--- src/rtl/demux_1x16_seq_if.sv ---
// Bundles the beat input, frame output and status signals of the 1-to-16 demux/assembler.
// The master drives beats and out_ready; the slave drives in_ready, the frame and status.
interface demux_1x16_seq_if #(
    parameter int WIDTH = 16,
    parameter int SEL_W = 4
);
    logic             flush;
    logic             in_valid;
    logic             in_ready;
    logic             data_in;
    logic [SEL_W-1:0] select_line;
    logic             out_valid;
    logic             out_ready;
    logic [WIDTH-1:0] output_data;
    logic [WIDTH-1:0] slot_mask;
    logic             dup_err;

    modport master (
        output flush, in_valid, data_in, select_line, out_ready,
        input  in_ready, out_valid, output_data, slot_mask, dup_err
    );

    modport slave (
        input  flush, in_valid, data_in, select_line, out_ready,
        output in_ready, out_valid, output_data, slot_mask, dup_err
    );
endinterface

--- src/rtl/demux_1x16_seq.sv ---
// Routes each accepted serial bit into a slot of a WIDTH-bit frame and emits the frame once every slot is written.
// Latency: beat that completes the mask is accepted at edge N; out_valid and the frame are visible right after edge N.
// Backpressure: in_ready drops while a finished frame waits in HOLD; beats are refused until out_valid && out_ready.
module demux_1x16_seq #(
    parameter int WIDTH = 16,
    parameter int SEL_W = 4
) (
    input  logic             clk,
    input  logic             rst,
    demux_1x16_seq_if.slave  bus
);
    typedef enum logic {COLLECT, HOLD} state_t;

    state_t           state_q, state_d;
    logic             rdy_q, rdy_d;
    logic             vld_q, vld_d;
    logic             dup_q, dup_d;
    logic [WIDTH-1:0] mask_q, mask_d;
    logic [WIDTH-1:0] shadow_q, shadow_d;
    logic [WIDTH-1:0] data_q, data_d;
    logic [WIDTH-1:0] mask_base, shadow_base;
    logic [WIDTH-1:0] mask_upd, shadow_upd;
    logic             accept;

    // rdy_q is only ever set while in COLLECT, so it alone qualifies a beat
    assign accept = bus.in_valid && rdy_q;

    always_comb begin
        state_d     = state_q;
        rdy_d       = rdy_q;
        vld_d       = vld_q;
        dup_d       = 1'b0;
        mask_d      = mask_q;
        shadow_d    = shadow_q;
        data_d      = data_q;
        mask_base   = mask_q;
        shadow_base = shadow_q;
        mask_upd    = mask_q;
        shadow_upd  = shadow_q;

        case (state_q)
            COLLECT: begin
                rdy_d = 1'b1;
                // flush clears first so a same-cycle beat lands in a fresh frame
                if (bus.flush) begin
                    mask_base   = '0;
                    shadow_base = '0;
                end
                mask_upd   = mask_base;
                shadow_upd = shadow_base;
                if (accept) begin
                    dup_d                       = mask_base[bus.select_line];
                    mask_upd[bus.select_line]   = 1'b1;
                    shadow_upd[bus.select_line] = bus.data_in;
                end
                mask_d   = mask_upd;
                shadow_d = shadow_upd;
                if (accept && (&mask_upd)) begin
                    data_d   = shadow_upd;
                    vld_d    = 1'b1;
                    rdy_d    = 1'b0;
                    mask_d   = '0;
                    shadow_d = '0;
                    state_d  = HOLD;
                end
            end
            HOLD: begin
                rdy_d = 1'b0;
                if (bus.out_ready) begin
                    vld_d   = 1'b0;
                    rdy_d   = 1'b1;
                    state_d = COLLECT;
                end
            end
            default: begin
                state_d = COLLECT;
                rdy_d   = 1'b0;
                vld_d   = 1'b0;
            end
        endcase
    end

    always_ff @(posedge clk or posedge rst) begin
        if (rst) begin
            state_q  <= COLLECT;
            rdy_q    <= 1'b0;
            vld_q    <= 1'b0;
            dup_q    <= 1'b0;
            mask_q   <= '0;
            shadow_q <= '0;
            data_q   <= '0;
        end else begin
            state_q  <= state_d;
            rdy_q    <= rdy_d;
            vld_q    <= vld_d;
            dup_q    <= dup_d;
            mask_q   <= mask_d;
            shadow_q <= shadow_d;
            data_q   <= data_d;
        end
    end

    assign bus.in_ready    = rdy_q;
    assign bus.out_valid   = vld_q;
    assign bus.output_data = data_q;
    assign bus.slot_mask   = mask_q;
    assign bus.dup_err     = dup_q;
endmodule

--- src/flat_wrapper.sv ---
// flat-port wrapper written by rule: the top's interface ports become plain ports
module demux_1x16_seq_flat 
#(
    parameter int WIDTH = 16,
    parameter int SEL_W = 4
)
  (clk, rst, bus_flush, bus_in_valid, bus_data_in, bus_select_line, bus_out_ready, bus_in_ready, bus_out_valid, bus_output_data, bus_slot_mask, bus_dup_err);
  demux_1x16_seq_if #(.WIDTH(WIDTH), .SEL_W(SEL_W)) bus_i ();
  input  logic clk;
  input  logic rst;
  input wire logic [$bits(bus_i.flush)-1:0] bus_flush;
  input wire logic [$bits(bus_i.in_valid)-1:0] bus_in_valid;
  input wire logic [$bits(bus_i.data_in)-1:0] bus_data_in;
  input wire logic [$bits(bus_i.select_line)-1:0] bus_select_line;
  input wire logic [$bits(bus_i.out_ready)-1:0] bus_out_ready;
  output wire logic [$bits(bus_i.in_ready)-1:0] bus_in_ready;
  output wire logic [$bits(bus_i.out_valid)-1:0] bus_out_valid;
  output wire logic [$bits(bus_i.output_data)-1:0] bus_output_data;
  output wire logic [$bits(bus_i.slot_mask)-1:0] bus_slot_mask;
  output wire logic [$bits(bus_i.dup_err)-1:0] bus_dup_err;
  assign bus_i.flush = bus_flush;
  assign bus_i.in_valid = bus_in_valid;
  assign bus_i.data_in = bus_data_in;
  assign bus_i.select_line = bus_select_line;
  assign bus_i.out_ready = bus_out_ready;
  assign bus_in_ready = bus_i.in_ready;
  assign bus_out_valid = bus_i.out_valid;
  assign bus_output_data = bus_i.output_data;
  assign bus_slot_mask = bus_i.slot_mask;
  assign bus_dup_err = bus_i.dup_err;
  demux_1x16_seq #(.WIDTH(WIDTH), .SEL_W(SEL_W)) u_core (.clk(clk), .rst(rst), .bus(bus_i));
endmodule
--- config.mk ---
export PLATFORM = sky130hd
export DESIGN_NAME = demux_1x16_seq_flat
export DESIGN_NICKNAME = d
export VERILOG_FILES = /design/src/rtl/demux_1x16_seq_if.sv /design/src/rtl/demux_1x16_seq.sv /design/src/flat_wrapper.sv
export SDC_FILE = /design/constraint.sdc
export NUM_CORES = 1
export LEC_CHECK = 0
export CORE_ASPECT_RATIO = 2
export CORE_MARGIN = 4
export CORE_UTILIZATION = 30
export DETAILED_ROUTE_END_ITERATION = 8
export PLACE_DENSITY = 0.51
export SYNTH_ARGS = -nofsm -noshare
export SYNTH_HDL_FRONTEND = slang
export SYNTH_SLANG_ARGS = --single-unit
--- constraint.sdc ---
create_clock -name clk -period 2.4 [get_ports clk]
set_input_delay 0.36 -clock clk [delete_from_list [all_inputs] [get_ports clk]]
set_output_delay 0.36 -clock clk [all_outputs]
set_load 0.005 [all_outputs]
==> results of run 1 <==
cells in the mapped netlist (all sizes together):
| library cell | instances | share of area |
|---|---|---|
| nand4b | 2 | 0.0084 |
| o22a | 1 | 0.0031 |
| nor4 | 3 | 0.014 |
| mux4 | 4 | 0.032 |
| nor3 | 19 | 0.039 |
| nor2b | 1 | 0.0022 |
| buf | 9 | 0.030 |
| nand3 | 1 | 0.0018 |
| dfrtp | 52 | 0.46 |
| and4bb | 1 | 0.0044 |
| and3 | 1 | 0.0022 |
| nand2 | 24 | 0.032 |
| mux2i | 15 | 0.053 |
| a21oi | 54 | 0.097 |
| a22oi | 2 | 0.0071 |
| o21bai | 2 | 0.0053 |
| and2 | 1 | 0.0022 |
| inv | 20 | 0.026 |
| nand4 | 1 | 0.0022 |
| nor4b | 1 | 0.0084 |
| nand2b | 3 | 0.0093 |
| a31oi | 3 | 0.0066 |
| o2111a | 1 | 0.0040 |
| nor2 | 32 | 0.042 |
| clkbuf | 11 | 0.015 |
| nor3b | 16 | 0.042 |
| o21ai | 16 | 0.028 |
| o31ai | 6 | 0.016 |
| nand4bb | 1 | 0.0040 |
| a32oi | 1 | 0.0031 |
state kept, by name, summed over array words and instances, names as in the netlist:
name                    flops
u_core.state_q              1
u_core.bus.dup_err          1
u_core.bus.output_data     16
u_core.bus.slot_mask       16
u_core.shadow_q            16
u_core.bus.out_valid        1
u_core.bus.in_ready         1
timing repair:
item,4_1_cts,5_1_grt
hold endpoints to repair,0,0
setup endpoints to repair,5,49
pin swaps,0,2
resized for setup,1,8
setup buffers,0,2
path summary, 6_finish.rpt:
path | to | slack (ns) | depth (start not counted)
max | u_core.shadow_q[2] | 0.10 | 10
min in group clk | u_core.shadow_q[15] | 0.47 | 2
max in group asynchronous | u_core.shadow_q[1] | 1.41 | 3
min reg2reg | u_core.shadow_q[15] | 0.47 | 2
max reg2reg | u_core.bus.output_data[9] | 0.27 | 7
min | u_core.bus.output_data[14] | 0.44 | 2
per-stage QoR:
step / total power [mW] / instance area, um2 / hold WS (ns) / cells / setup WS (ns)
global placement: 1.13 / 3660 / 0.455 / 475 / -0.247
CTS: 1.86 / 3810 / 0.463 / 483 / 0.0148
detailed placement: 1.13 / 3660 / 0.462 / 475 / -0.329
floorplan: 1.02 / 2840 / 0.442 / 304 / 0.228
finish: 1.83 / 3850 / 0.440 / 485 / 0.100
global route: 1.91 / 3850 / 0.499 / 485 / 0.0183
cell type report:
type	instances	share of cell area
sequential	52	0.338
multi-input combinational	212	0.351
inverter	20	0.0195
timing repair buffer	89	0.221
tap	104	0.0338
clock buffer	8	0.0380
power groups by stage:
stage	sequential (mW)	clock, mW	combinational, mW
2_1_floorplan	0.923	0	0.0981
3_3_place_gp	0.929	0	0.197
3_5_place_dp	0.930	0	0.199
4_1_cts	0.913	0.745	0.200
5_1_grt	0.914	0.779	0.220
6_report	0.913	0.720	0.200
cells by family after synthesis:
kind of cell | Yosys count | synth area share
flip-flops | 52 | 0.459
multiplexers | 19 | 0.0847
AND/OR/NAND/NOR | 107 | 0.215
buffers and inverters | 40 | 0.0719
AO/OA/AOI/OAI | 86 | 0.170
layer usage:
layer	part of all wire	up-vias
met3	0.023	20
met2	0.54	45
met5	0	-
li1	-	1225
met4	0.041	0
met1	0.39	1234
worst max-delay path: stages:
cell and delay (ns):
sky130_fd_sc_hd__clkdlybuf4s50_1 0.44, sky130_fd_sc_hd__buf_12 0.17, sky130_fd_sc_hd__nand2b_1 0.20, sky130_fd_sc_hd__o21bai_1 0.24, sky130_fd_sc_hd__o2111a_1 0.22, sky130_fd_sc_hd__nor4b_4 0.20
sky130_fd_sc_hd__buf_4 0.19, sky130_fd_sc_hd__and2_1 0.18, sky130_fd_sc_hd__buf_12 0.15, sky130_fd_sc_hd__o21ai_0 0.10
==> results.cfg, run 1 <==
[layout]
num-fill-cells = 945
layout_commonest_cell = sky130_fd_sc_hd__a21oi_1
final_layout_size_suffix_gt1_frac = 0.181
layout.cells.most_common_list = sky130_fd_sc_hd__a21oi_1, sky130_fd_sc_hd__dfrtp_1, sky130_fd_sc_hd__clkdlybuf4s50_1, sky130_fd_sc_hd__buf_4, sky130_fd_sc_hd__nor2_1
post-route-util = 0.414
diodes = 0
syn2layout_area_growth_pct = 35.9
final_nets = 390
register_area_um2 = 1300
multi_input_area_um2 = 1350

[power_and_ir_drop]
power_switching_mw = 0.428
power_leakage_nw = 1.69
netSwitchingFraction = 0.234
intPower_mw = 1.40
p_clk_frac = 0.393
powerDensity_nw_per_um2 = 475
power.share.sequential = 0.498
irDropWorstVdd_uv = 311
combinationalPowerShare = 0.109

[worst_setup_path]
startpoint_type = input pin
data_required_critical_path_ns = 2.57
rr_startpoint = u_core.bus.in_ready
worst-path-max-fanout = 16
critical_path.startpoint = bus_select_line[2]
worst-endpoint-arrival_ns = 2.47
crit_path_end_kind = flop
path_class = in2reg

[floorplan]
core.rowCount = 50
die_width_um = 76.8
start_util = 0.304
dieArea_um2 = 11200
core_area_um2 = 9320
count_of_pins_on_the_block_boundary = 45
die_y_um = 146

[detailed_routing]
dr.first_iter.drc_count = 139
post_dr_wirelength_cell_um = 17.4
drc_errors = 0
first_pass_iters = 4
via_per_inst = 5.20
routed-via-count = 2524
postRouteAntennaNets = 0
detail_route.wirelength_um = 8440

[synthesis]
post_synth_inst_count = 304
ys_seq_area_frac = 0.459
yosys_warnings = 0
synth_cell_type_count = 42
avgSynthCellArea_um2 = 9.33
synth_fp_nets = 314
synth-seq-cells = 52
mappedNetlistArea_um2 = 2840

[global_route]
grt_use_met1 = 0.176
antenna_found_initial = 0
grt.met3_usage = 0.0180
grt_first_pass_wirelength_um = 14000
via_count_of_the_first_global_routing_pass = 2644
gr_usage_total = 0.159
gr-total-overflow = 0
busiest_layer = met2
grt_use_met2 = 0.294
grt_max_degree = 29

[timing]
timing_max_transition_violations_final = 0
finalCriticalPeriod_ns = 2.30
post-route-period-util = 0.958
hold_viol_final = 0
final_report_setup_violation_count = 0
clock-skew-final_ns = 0.00658
slew_headroom = 0.633
worstMarginPinSlew_ns = 0.549
clock.fmax_mhz = 435
grt_setup_unrepaired = false
setup-tns-final_ns = 0

[clocking]
cts.sink_count = 52
tritoncts = done
cts.reportedPaths.clkPinSlew_ns = 0.07
cts.path.max_buffers = 2
cts_max_level = 2
post_cts_hold_buffer_count = 0
root_buffer_cell = sky130_fd_sc_hd__clkbuf_16
cts_inserted_buffers = 5
clock_latency_ns = 0.29

[placement]
dp.final_hpwl_um = 6330
io_buffer_count = 44
place.gp.congestion = 0.865

[run_status]
status = complete, no violations

[hold_path]
hold_path_class = in2async

[job]
max-cap-violations = 0
No activity file was read; power rests on OpenSTA's default activity.
==> run 2: changes to the inputs <==
--- a/config.mk
+++ b/config.mk
@@ -5,6 +5,7 @@
 export SDC_FILE = /design/constraint.sdc
 export NUM_CORES = 1
 export LEC_CHECK = 0
+export ABC_AREA = 0
 export CORE_ASPECT_RATIO = 2
 export CORE_MARGIN = 4
 export CORE_UTILIZATION = 30
==> results of run 2 <==
No change in the layout: final DEF, timing and power equal those of run 1.
==> run 3: changes to the inputs <==
==> constraint.sdc (replaced) <==
create_clock -name clk -period 2.5 [get_ports clk]
set_input_delay 0.375 -clock clk [delete_from_list [all_inputs] [get_ports clk]]
set_output_delay 0.375 -clock clk [all_outputs]
set_load 0.005 [all_outputs]
==> run 3 against run 2 <==
Net effect:
- global-route usage increased by 0.24 points
- hold slack about the same
- largest power group unchanged
- die area unchanged
- flip-flop and latch count unchanged
- clock power increased by 13%
- via count increased by 0.52%
- sequential share of layout area increased by 0.19 points
- register-to-register slack improved by 0.04 ns
- final area decreased by 0.55%
- clock-buffer cell count decreased by 2
==> results.cfg, run 3 (synthesized netlist as in run 1, its figures left out) <==
[run_status]
status = complete, no violations

[layout]
syn2layout_area_growth_pct = 35.2
diodes = 0
layout.cells.most_common_list = sky130_fd_sc_hd__a21oi_1, sky130_fd_sc_hd__dfrtp_1, sky130_fd_sc_hd__clkdlybuf4s50_1
final_layout_size_suffix_gt1_frac = 0.175
layout_commonest_cell = sky130_fd_sc_hd__a21oi_1
final_nets = 387

[timing]
final_report_setup_violation_count = 0
grt_setup_unrepaired = false
setup_ws_ns = 0.179
hold_viol_final = 0
worstMarginPinSlew_ns = 0.543
finalCriticalPeriod_ns = 2.32
slew_headroom = 0.637
post-route-period-util = 0.928
clock-skew-final_ns = 0.00617
timing_max_transition_violations_final = 0
clock.fmax_mhz = 431

[clocking]
cts.reportedPaths.clkPinSlew_ns = 0.07
cts.path.max_buffers = 2
root_buffer_cell = sky130_fd_sc_hd__clkbuf_16
clock_latency_ns = 0.29
cts_max_level = 2
cts_inserted_buffers = 5
post_cts_hold_buffer_count = 0
cts.sink_count = 52
tritoncts = done

[floorplan]
start_util = 0.304
die_width_um = 76.8
core_area_um2 = 9320
count_of_pins_on_the_block_boundary = 45
core.rowCount = 50
dieArea_um2 = 11200
die_y_um = 146

[hold_path]
hold_path_class = in2async

[placement]
dp_slack_ns = -0.229
dp.final_hpwl_um = 6410
place.gp.congestion = 0.829
io_buffer_count = 44

[power_and_ir_drop]
powerDensity_nw_per_um2 = 490
p_total_mw = 1.88
power_leakage_nw = 1.67
irDropWorstVdd_uv = 360

[global_route]
grt_first_pass_wirelength_um = 14200
gr-total-overflow = 0
via_count_of_the_first_global_routing_pass = 2681
antenna_found_initial = 0
grt_max_degree = 34
gr_usage_total = 0.162

[worst_setup_path]
crit_path_end_kind = flop
worst-path-max-fanout = 33
cp_slowest_stage_delay_ns = 0.50
critical-path-top-delay-family = buffers and inverters
crit_slowest_cell = sky130_fd_sc_hd__clkdlybuf4s50_1
path_buf_inv = 3
crit_path_cell_trace = clkdlybuf4s50_1 -> buf_4 -> nand2b_4 -> nor2_1 -> a32oi_1 -> nor4_4 -> and3_1 -> buf_12 -> mux2i_1
path_class = in2reg
startpoint_type = input pin
worst-endpoint-arrival_ns = 2.54
data_required_critical_path_ns = 2.72

[detailed_routing]
postRouteAntennaNets = 0
detail_route.wirelength_um = 8480
via_per_inst = 5.26
first_pass_iters = 4
routed-via-count = 2537
route.top_layer_used = met4
post_dr_wirelength_cell_um = 17.6
dr.first_iter.drc_count = 166
met3_wirelength_um = 221
detail_route.wirelength.met1_um = 3340
drc_errors = 0
met2_length_um = 4660

[job]
max-cap-violations = 0
run 3: layer usage:
layer | global-route usage | vias to the layer above
met1 | 0.184 | 1247
met5 | 0 | -
met3 | 0.0192 | 13
met4 | 0.0780 | 0
met2 | 0.293 | 60
li1 | - | 1217
run 3: what timing repair did:
item                                    4_1_cts  5_1_grt
endpoints found under the setup margin        0       13
resized for setup                             0        4
buffers inserted                              0        1
run 3: final cells by class:
type,count,area (um2)
Tap cell,104,130
Timing Repair Buffer,86,813
Sequential cell,52,1300
Multi-Input combinational cell,212,1340
Fill cell,941,5490
Inverter,20,75.1
Clock inverter,2,38.8
Clock buffer,6,139
run 3: through the flow:
step | std cells | setup TNS (ns) | hold slack (ns) | cell area [um2] | utilization
6_report | 482 | 0 | 0.440 | 3830 | 0.411
5_1_grt | 482 | 0 | 0.488 | 3830 | 0.411
4_1_cts | 481 | 0 | 0.446 | 3810 | 0.409
3_5_place_dp | 473 | -7.14 | 0.461 | 3640 | 0.390
3_3_place_gp | 473 | -5.57 | 0.455 | 3640 | 0.390
2_1_floorplan | 304 | 0 | 0.442 | 2840 | -
run 3: where the power goes:
part	switching [mW]	total (mW)	internal, mW	leakage, nW
Combinational	0.0975	0.188	0.0903	0.937
Sequential	0.0203	0.876	0.856	0.648
Clock	0.314	0.816	0.502	0.0871
run 3: path summary, 6_finish.rpt:
kind,from,to,slack [ns],cells after the start
setup / recovery,bus_select_line[3],u_core.bus.output_data[12],0.18,9
hold / removal,rst,u_core.bus.output_data[12],0.44,2
setup reg to reg,u_core.bus.in_ready,u_core.bus.output_data[12],0.31,7
hold reg to reg,u_core.shadow_q[15],u_core.shadow_q[15],0.48,2
max in group asynchronous,rst,u_core.bus.dup_err,1.51,3
min in group clk,u_core.shadow_q[15],u_core.shadow_q[15],0.48,2
